==> src/rtl/sprx_pkg.sv <==
// Shared types and constants for the serial-to-parallel receiver.
package sprx_pkg;

  typedef enum logic [1:0] {
    SEARCH = 2'd0,
    ALIGN  = 2'd1,
    LOCKED = 2'd2
  } sprx_state_e;

  localparam logic [7:0]  SPRX_COM_BYTE  = 8'hBC;
  localparam logic [7:0]  SPRX_IDLE_BYTE = 8'h7C;
  localparam int unsigned SPRX_CNT_W     = 4;
  localparam int unsigned SPRX_BIT_W     = 3;

endpackage

==> src/rtl/serial_paralelo_rx_if.sv <==
// Serial lane in, parallel byte and link status out.
interface serial_paralelo_rx_if;

  logic       data_in;
  logic [7:0] data_out;
  logic       valid_out;
  logic       active_out;
  logic       com_out;

  modport master (
    input  data_in,
    output data_out, valid_out, active_out, com_out
  );

  modport slave (
    output data_in,
    input  data_out, valid_out, active_out, com_out
  );

endinterface

==> src/rtl/sprx_shift8.sv <==
// 8-bit MSB-first shift register; nxt_c is the window including the current bit.
module sprx_shift8 (
  input  logic       clk_32f,
  input  logic       reset,
  input  logic       data_in,
  output logic [7:0] nxt_c
);

  logic [7:0] shift_reg;

  assign nxt_c = {shift_reg[6:0], data_in};

  // Shift one serial bit in per clock.
  always_ff @(posedge clk_32f) begin
    if (reset) shift_reg <= '0;
    else       shift_reg <= nxt_c;
  end

endmodule

==> src/rtl/serial_paralelo_rx.sv <==
// Receive deserializer: comma hunt, byte alignment, lock and byte delivery.
// Optional loss-of-signal on consecutive idle bytes: define SPRX_LOS_EN.
module serial_paralelo_rx
  import sprx_pkg::*;
#(
  parameter logic [7:0]  COM_BYTE   = SPRX_COM_BYTE,
  parameter logic [7:0]  IDLE_BYTE  = SPRX_IDLE_BYTE,
  parameter int unsigned LOCK_COUNT = 4,
  parameter int unsigned LOS_LIMIT  = 4
) (
  input  logic                 clk_32f,
  input  logic                 reset,
  serial_paralelo_rx_if.master bus
);

  localparam logic [SPRX_CNT_W-1:0] LOCK_CNT_C = SPRX_CNT_W'(LOCK_COUNT);

  logic [7:0]            nxt_c;
  sprx_state_e           state_q, state_d;
  logic [SPRX_BIT_W-1:0] bit_cnt_q, bit_cnt_d;
  logic [SPRX_CNT_W-1:0] com_cnt_q, com_cnt_d;
  logic [SPRX_CNT_W-1:0] com_inc_c;
  logic [7:0]            data_q, data_d;
  logic                  valid_q, valid_d;
  logic                  active_q, active_d;
  logic                  com_q, com_d;
  logic                  boundary_c;
  logic                  is_com_c;

`ifdef SPRX_LOS_EN
  localparam logic [SPRX_CNT_W-1:0] LOS_CNT_C = SPRX_CNT_W'(LOS_LIMIT);
  logic [SPRX_CNT_W-1:0] idle_cnt_q, idle_cnt_d;
  logic [SPRX_CNT_W-1:0] idle_inc_c;
`else
  logic unused_cfg_c;
  assign unused_cfg_c = ^{IDLE_BYTE, SPRX_CNT_W'(LOS_LIMIT)};
`endif

  sprx_shift8 u_shift (
    .clk_32f (clk_32f),
    .reset   (reset),
    .data_in (bus.data_in),
    .nxt_c   (nxt_c)
  );

  assign boundary_c = (bit_cnt_q == SPRX_BIT_W'(7));
  assign is_com_c   = (nxt_c == COM_BYTE);
  assign com_inc_c  = SPRX_CNT_W'(com_cnt_q + SPRX_CNT_W'(1));

  // State and registered outputs.
  always_ff @(posedge clk_32f) begin
    if (reset) begin
      state_q    <= SEARCH;
      bit_cnt_q  <= '0;
      com_cnt_q  <= '0;
      data_q     <= '0;
      valid_q    <= 1'b0;
      active_q   <= 1'b0;
      com_q      <= 1'b0;
`ifdef SPRX_LOS_EN
      idle_cnt_q <= '0;
`endif
    end else begin
      state_q    <= state_d;
      bit_cnt_q  <= bit_cnt_d;
      com_cnt_q  <= com_cnt_d;
      data_q     <= data_d;
      valid_q    <= valid_d;
      active_q   <= active_d;
      com_q      <= com_d;
`ifdef SPRX_LOS_EN
      idle_cnt_q <= idle_cnt_d;
`endif
    end
  end

  // Next-state: hunt, align, lock and byte delivery.
  always_comb begin
    state_d    = state_q;
    bit_cnt_d  = SPRX_BIT_W'(bit_cnt_q + SPRX_BIT_W'(1));
    com_cnt_d  = com_cnt_q;
    data_d     = data_q;
    valid_d    = 1'b0;
    active_d   = active_q;
    com_d      = 1'b0;
`ifdef SPRX_LOS_EN
    idle_cnt_d = idle_cnt_q;
    idle_inc_c = SPRX_CNT_W'(idle_cnt_q + SPRX_CNT_W'(1));
`endif
    case (state_q)
      SEARCH: begin
        if (is_com_c) begin
          bit_cnt_d = '0;
          com_cnt_d = SPRX_CNT_W'(1);
          com_d     = 1'b1;
          if (LOCK_COUNT == 1) begin
            state_d  = LOCKED;
            active_d = 1'b1;
          end else begin
            state_d  = ALIGN;
          end
        end
      end
      ALIGN: begin
        if (boundary_c) begin
          if (is_com_c) begin
            com_d = 1'b1;
            if (com_inc_c >= LOCK_CNT_C) begin
              com_cnt_d = LOCK_CNT_C;
              state_d   = LOCKED;
              active_d  = 1'b1;
            end else begin
              com_cnt_d = com_inc_c;
            end
          end else begin
            state_d   = SEARCH;
            com_cnt_d = '0;
          end
        end
      end
      LOCKED: begin
        if (boundary_c) begin
          if (is_com_c) begin
            com_d = 1'b1;
          end else begin
            data_d  = nxt_c;
            valid_d = 1'b1;
          end
`ifdef SPRX_LOS_EN
          if (nxt_c == IDLE_BYTE) begin
            if (idle_inc_c == LOS_CNT_C) begin
              state_d    = SEARCH;
              active_d   = 1'b0;
              com_cnt_d  = '0;
              idle_cnt_d = '0;
            end else begin
              idle_cnt_d = idle_inc_c;
            end
          end else begin
            idle_cnt_d = '0;
          end
`endif
        end
      end
      default: begin
        state_d = SEARCH;
      end
    endcase
  end

  assign bus.data_out   = data_q;
  assign bus.valid_out  = valid_q;
  assign bus.active_out = active_q;
  assign bus.com_out    = com_q;

endmodule
==> src/flat_wrapper.sv <==
// flat-port wrapper written by rule: the top's interface ports become plain ports
module serial_paralelo_rx_flat import sprx_pkg::*;
#(
  parameter logic [7:0]  COM_BYTE   = SPRX_COM_BYTE,
  parameter logic [7:0]  IDLE_BYTE  = SPRX_IDLE_BYTE,
  parameter int unsigned LOCK_COUNT = 4,
  parameter int unsigned LOS_LIMIT  = 4
)
  (clk_32f, reset, bus_data_in, bus_data_out, bus_valid_out, bus_active_out, bus_com_out);
  serial_paralelo_rx_if bus_i ();
  input  logic clk_32f;
  input  logic reset;
  input wire logic [$bits(bus_i.data_in)-1:0] bus_data_in;
  output wire logic [$bits(bus_i.data_out)-1:0] bus_data_out;
  output wire logic [$bits(bus_i.valid_out)-1:0] bus_valid_out;
  output wire logic [$bits(bus_i.active_out)-1:0] bus_active_out;
  output wire logic [$bits(bus_i.com_out)-1:0] bus_com_out;
  assign bus_i.data_in = bus_data_in;
  assign bus_data_out = bus_i.data_out;
  assign bus_valid_out = bus_i.valid_out;
  assign bus_active_out = bus_i.active_out;
  assign bus_com_out = bus_i.com_out;
  serial_paralelo_rx #(.COM_BYTE(COM_BYTE), .IDLE_BYTE(IDLE_BYTE), .LOCK_COUNT(LOCK_COUNT), .LOS_LIMIT(LOS_LIMIT)) u_core (.clk_32f(clk_32f), .reset(reset), .bus(bus_i));
endmodule
==> config.mk <==
export PLATFORM = sky130hd
export DESIGN_NAME = serial_paralelo_rx_flat
export DESIGN_NICKNAME = d
export VERILOG_FILES = /design/src/rtl/sprx_pkg.sv /design/src/rtl/serial_paralelo_rx_if.sv /design/src/rtl/sprx_shift8.sv /design/src/rtl/serial_paralelo_rx.sv /design/src/flat_wrapper.sv
export SDC_FILE = /design/constraint.sdc
export NUM_CORES = 1
export LEC_CHECK = 0
export ABC_AREA = 1
export CAP_MARGIN = 0
export CORE_ASPECT_RATIO = 1.1
export CORE_MARGIN = 3
export CORE_UTILIZATION = 55
export CTS_BUF_LIST = sky130_fd_sc_hd__clkbuf_4 sky130_fd_sc_hd__clkbuf_8 sky130_fd_sc_hd__clkbuf_16
export DETAILED_ROUTE_END_ITERATION = 16
export PLACE_DENSITY_LB_ADDON = 0.12
export SETUP_SLACK_MARGIN = 0.5
export SLEW_MARGIN = 20
export SYNTH_ARGS = -nofsm -noshare
export SYNTH_HDL_FRONTEND = slang
export SYNTH_SLANG_ARGS = --single-unit
==> constraint.sdc <==
create_clock -name clk_32f -period 2 [get_ports clk_32f]
set_input_delay 0.4 -clock clk_32f [delete_from_list [all_inputs] [get_ports clk_32f]]
set_output_delay 0.4 -clock clk_32f [all_outputs]
set_load 0.03 [all_outputs]
Word-level counts from Yosys, hierarchy flattened. Cells that the tools add are included.

Register bits: 27. Word-level logic and storage cells: 45.

$add $sub $neg: 2. $lt $le $gt $ge: 1. Eq/ne operators: 7. Multiplexer cells: 16. Bitwise logic cells: 3. Reduce and logical (&&, ||, !) cells: 8.

Operators by type and width (number): 4-bit 2-to-1 mux (4); 8-bit == test, second input constant (1); 2-bit 2-to-1 mux (4); 4-bit case mux with 2 select lines (1); 4-bit AND reduction (2); 3-bit 2-to-1 mux (2); 2-bit case mux with 3 select lines (1); 3-bit AND reduction (2); 4-bit by 1-bit adder with 4-bit output, second input constant (1); 4-bit by 3-bit >= comparator with 1-bit output, second input constant (1); 2-bit by 1-bit inequality test with 1-bit output, second input constant (2); 3-bit by 1-bit adder with 3-bit output, second input constant (1); 3-bit == test, second input constant (1); 1-bit 2-to-1 mux (3); 3-bit inequality test, second input constant (1); 1-bit inverter (3); 3-bit OR reduction (1); 2-bit by 1-bit == test with 1-bit output, second input constant (1); 2-bit == test, second input constant (1); 2-bit logical NOT (1); 1-bit case mux with 2 select lines (1); 2-bit nonzero test (1); 2-bit OR reduction (1).

Depth between registers and ports, before layout.
Depth in word-level cells: 6. Gate-level depth with buffers: 10. Depth with buffers taken out: 10.

Cells and area by module. Synthesis repeated with hierarchy kept, for this count alone.

Cells, all modules: 150. Area total of the unflattened synthesis: 1231.2 sq um.

By module, submodules not included: serial_paralelo_rx (instances 1, cells an instance 128, area an instance 1031.0 sq um, sequential area each 400.4 sq um); sprx_shift8 (instances 1, cells an instance 22, area an instance 200.2 sq um, sequential area each 140.1 sq um).

Worst setup path after synthesis. No wires, ideal clock.

Kind: reg2reg. Start point: register u_core.bit_cnt_q[0]. End point: register u_core.state_q[1]. Setup time: 0.132 ns. Data arrival time: 1.271 ns. Data required time: 1.868 ns. Slack: 0.596 ns. Stages on the path, launching flop included: 8. Clock period less this slack: 1.404 ns. Path through: dfxtp_1 > ha_1 > ha_1 > or2_4 > nand3_4 > clkinv_1 > nand2_1 > a21oi_1.

Word-level cells in the longest chain between the ends: 3.

RTL lines: start, declared (line serial_paralelo_rx.sv:20) `logic [SPRX_BIT_W-1:0] bit_cnt_q, bit_cnt_d;`; start signal, assigned (line serial_paralelo_rx.sv:65) `bit_cnt_q <= bit_cnt_d;`; 3-bit == test (line serial_paralelo_rx.sv:46) `assign boundary_c = (bit_cnt_q == SPRX_BIT_W'(7));`; 2-bit by 1-bit inequality test with 1-bit output (no line); 4-bit AND reduction (no line); end signal, assigned (line serial_paralelo_rx.sv:64) `state_q <= state_d;`; end, declared (line serial_paralelo_rx.sv:19) `sprx_state_e state_q, state_d;`.

No other way between the ends. A chain may end at the register's enable or synchronous reset.

Final worst setup path.
Start point: register u_core.data_q[7], in the netlist u_core.bus.data_out[7]. End point: output bus_data_out[7].

RTL lines: start, declared (line serial_paralelo_rx.sv:23) `logic [7:0] data_q, data_d;`; start signal, assigned (line serial_paralelo_rx.sv:67) `data_q <= data_d;`; end, declared (line flat_wrapper.sv:14) `output wire logic [$bits(bus_i.data_out)-1:0] bus_data_out;`.

No word-level cell between the ends.

==> qor.yml <==
status: "finished, final reports clean"
viasPerCell: 4.795
largest_reg_flops: 8
finalSetupViolations: 0
syn_to_final_growth_pct: 18.07
rsz0062_at_grt: "false"
hp-class: "primary input to flip-flop"
fp.dieW_um: 50.88
slew_headroom: 0.7422
yosysUniqueCellTypes: 27
synth_nets: 157
crit_family: "buffers and inverters"
die-height_um: 55.37
p_leak_nw: 0.6168
power_density_mw_per_mm2: 637.2
peakVddDrop_v: 0.0004488
ctsHtreeMaxLevel: 1
cp-startpoint: "u_core.bus.data_out[7]"
critPathLaunchType: "flip-flop"
path_cells: "clkdlybuf4s15_1"
final_max_slew_viol_count: 0
ant_nets: 0
drtIter0Drc: 11
crit_type: "flip-flop to primary output"
clock_sinks: 27
cp-end-kind: "primary output"
fin_skew_ps: 3.209
cp.depth: 1
syn-cell-area_mm2: 0.001219
vias: 911
grt_usage: 0.1703
dr.pass1.iters: 4
cts_root_buf: "clkbuf_4"
rr_endpoint: "u_core.com_cnt_q[2]"
netlist_instances: 146
drc: 0
avgSynthCellArea_um2: 8.347
crit_required_ps: 1600
post-route-period-util: 0.7241
final_common_cell: "inv_1"
path_clk_slew_ps: 140
tightestPinTransition_ps: 386.3
antenna_cells: 0
finalHoldViolCount: 0
clk_latency_ps: 310
grt_pass1_wl_um: 3719
crit_end: "bus_data_out[7]"
cp.arrival_ps: 1050
wirelength_um: 2159
fin_tns_setup_ps: 0
fin_ws_ps: 551.8
crit_slowest_cell: "clkdlybuf4s15_1"
cts_tree: "built"
port_buffers: 13
critPathMaxStageDelay_ps: 380
drv_cap: 0
reg2reg_depth: 7
drive_gt1_frac: 0.1975
place.gp.congestion: 0.8479
ff2ff_setup_slack_ps: 580
dieArea_mm2: 0.002817
regToRegStartpoint: "u_core.bit_cnt_q[0]"
grt_antenna_before_repair: 0
final_cell_mix: "inv_1, dfxtp_1, nor2_1"
grt_max_degree: 18
routedWlPerCell_um: 11.36
final-seq-area_um2: 544.3
ctsLongestPathBuffers: 2
crit_buf_inv: 1
netlist_top_cells_area: "dfxtp_1, ha_1, inv_1, nor2_1, nand2_1"
multi_input_comb_area_um2: 583.1
nFillCells: 186
hpwlAfterDp_um: 1601
first_global_vias: 874
max_freq_ghz: 0.6905
synth_warnings: 0
synth-seq-cells: 27
grt_overflow: 0
post-place-ws_ps: 225.2
yosysTopAreaCell: "dfxtp_1"
synthDominantCellAreaShare: 0.4435
fin_nets: 174
numCtsBuffers: 3
rows: 17
ctsHoldBuffers: 0
core_area_mm2: 0.002063
finalCriticalPeriod_ps: 1448
ys_seq_area_frac: 0.4435
cp_max_fo: 2
ios: 14
initial_core_util: 0.5907
[kinds of logic after synthesis]
kind of cell | Yosys count | synth area share
fa+ha+maj | 8 | 0.08214
flops | 27 | 0.4435
compound gates | 22 | 0.1057
simple gates | 56 | 0.2577
buf+inv | 33 | 0.1109
[per-stage QoR]
| stage | hold WS [ps] | power [mW] | utilization | cells | area [µm²] |
|---|---|---|---|---|---|
| 3_3_place_gp | 407.1 | 0.6840 | 0.6634 | 185 | 1369 |
| 2_1_floorplan | 399.0 | 0.6653 | - | 146 | 1219 |
| 5_1_grt | 333.3 | 0.9695 | 0.6974 | 190 | 1439 |
| 6_report | 336.0 | 0.9168 | 0.6974 | 190 | 1439 |
| 3_5_place_dp | 427.1 | 0.6907 | 0.6634 | 185 | 1369 |
| 4_1_cts | 446.7 | 0.9231 | 0.6713 | 189 | 1385 |
[cell usage after synthesis]
master    instances
inv_2             3
nor2b_1           1
nor2_4            2
o21bai_1          1
a21oi_1          12
buf_4             1
nand3_1           4
nand3_2           1
dfxtp_1          27
nand4_1           1
inv_1            26
o211ai_4          1
or2_4             1
buf_6             1
nand2_1          17
clkinv_1          1
nor2_1           19
nand2_2           1
nor4_1            1
nand3_4           3
nor2_2            2
ha_1              8
o21ai_1           1
nor3_1            1
nand2_4           2
o21ai_0           7
clkbuf_1          1
[routing by layer]
layer / share of wire / up-vias / track usage
met1: 0.42 / 420 / 0.2041
li1: - / 482 / -
met4: 0 / 0 / 0.05000
met3: 0.030 / 0 / 0.03774
met5: 0 / - / 0
met2: 0.55 / 9 / 0.2985
[final cells by class]
class,instances,area share
multi-input cells,86,0.4052
flip-flops and latches,27,0.3783
repair buffers,15,0.09478
inverters,30,0.07826
well taps,28,0.02435
clock buffers,3,0.01565
clock inverters,1,0.003478
[repair_timing]
item                                    4_1_cts  5_1_grt
pin swaps                                     0        1
endpoints found under the setup margin       16       19
gates resized for setup                      12       24
setup buffers                                 0        1
[worst min path at each step]
stage	from	endpoint	cells past startpoint
after global placement	u_core.bit_cnt_q[0]	u_core.bit_cnt_q[0]	1
final	bus_data_in	u_core.u_shift.shift_reg[0]	3
after CTS	u_core.u_shift.shift_reg[1]	u_core.u_shift.shift_reg[2]	2
after detailed placement	u_core.u_shift.shift_reg[1]	u_core.u_shift.shift_reg[2]	2
after global routing	bus_data_in	u_core.u_shift.shift_reg[0]	3
after floorplan	u_core.bit_cnt_q[0]	u_core.bit_cnt_q[0]	1
[where the power goes]
group	internal, mW	switching [mW]	leakage, nW
logic	0.0474	0.0693	0.379
clock network	0.0747	0.153	0.0177
registers	0.556	0.0161	0.220
total	0.679	0.238	0.617
Note: power is estimated with default switching activity, not from simulation.
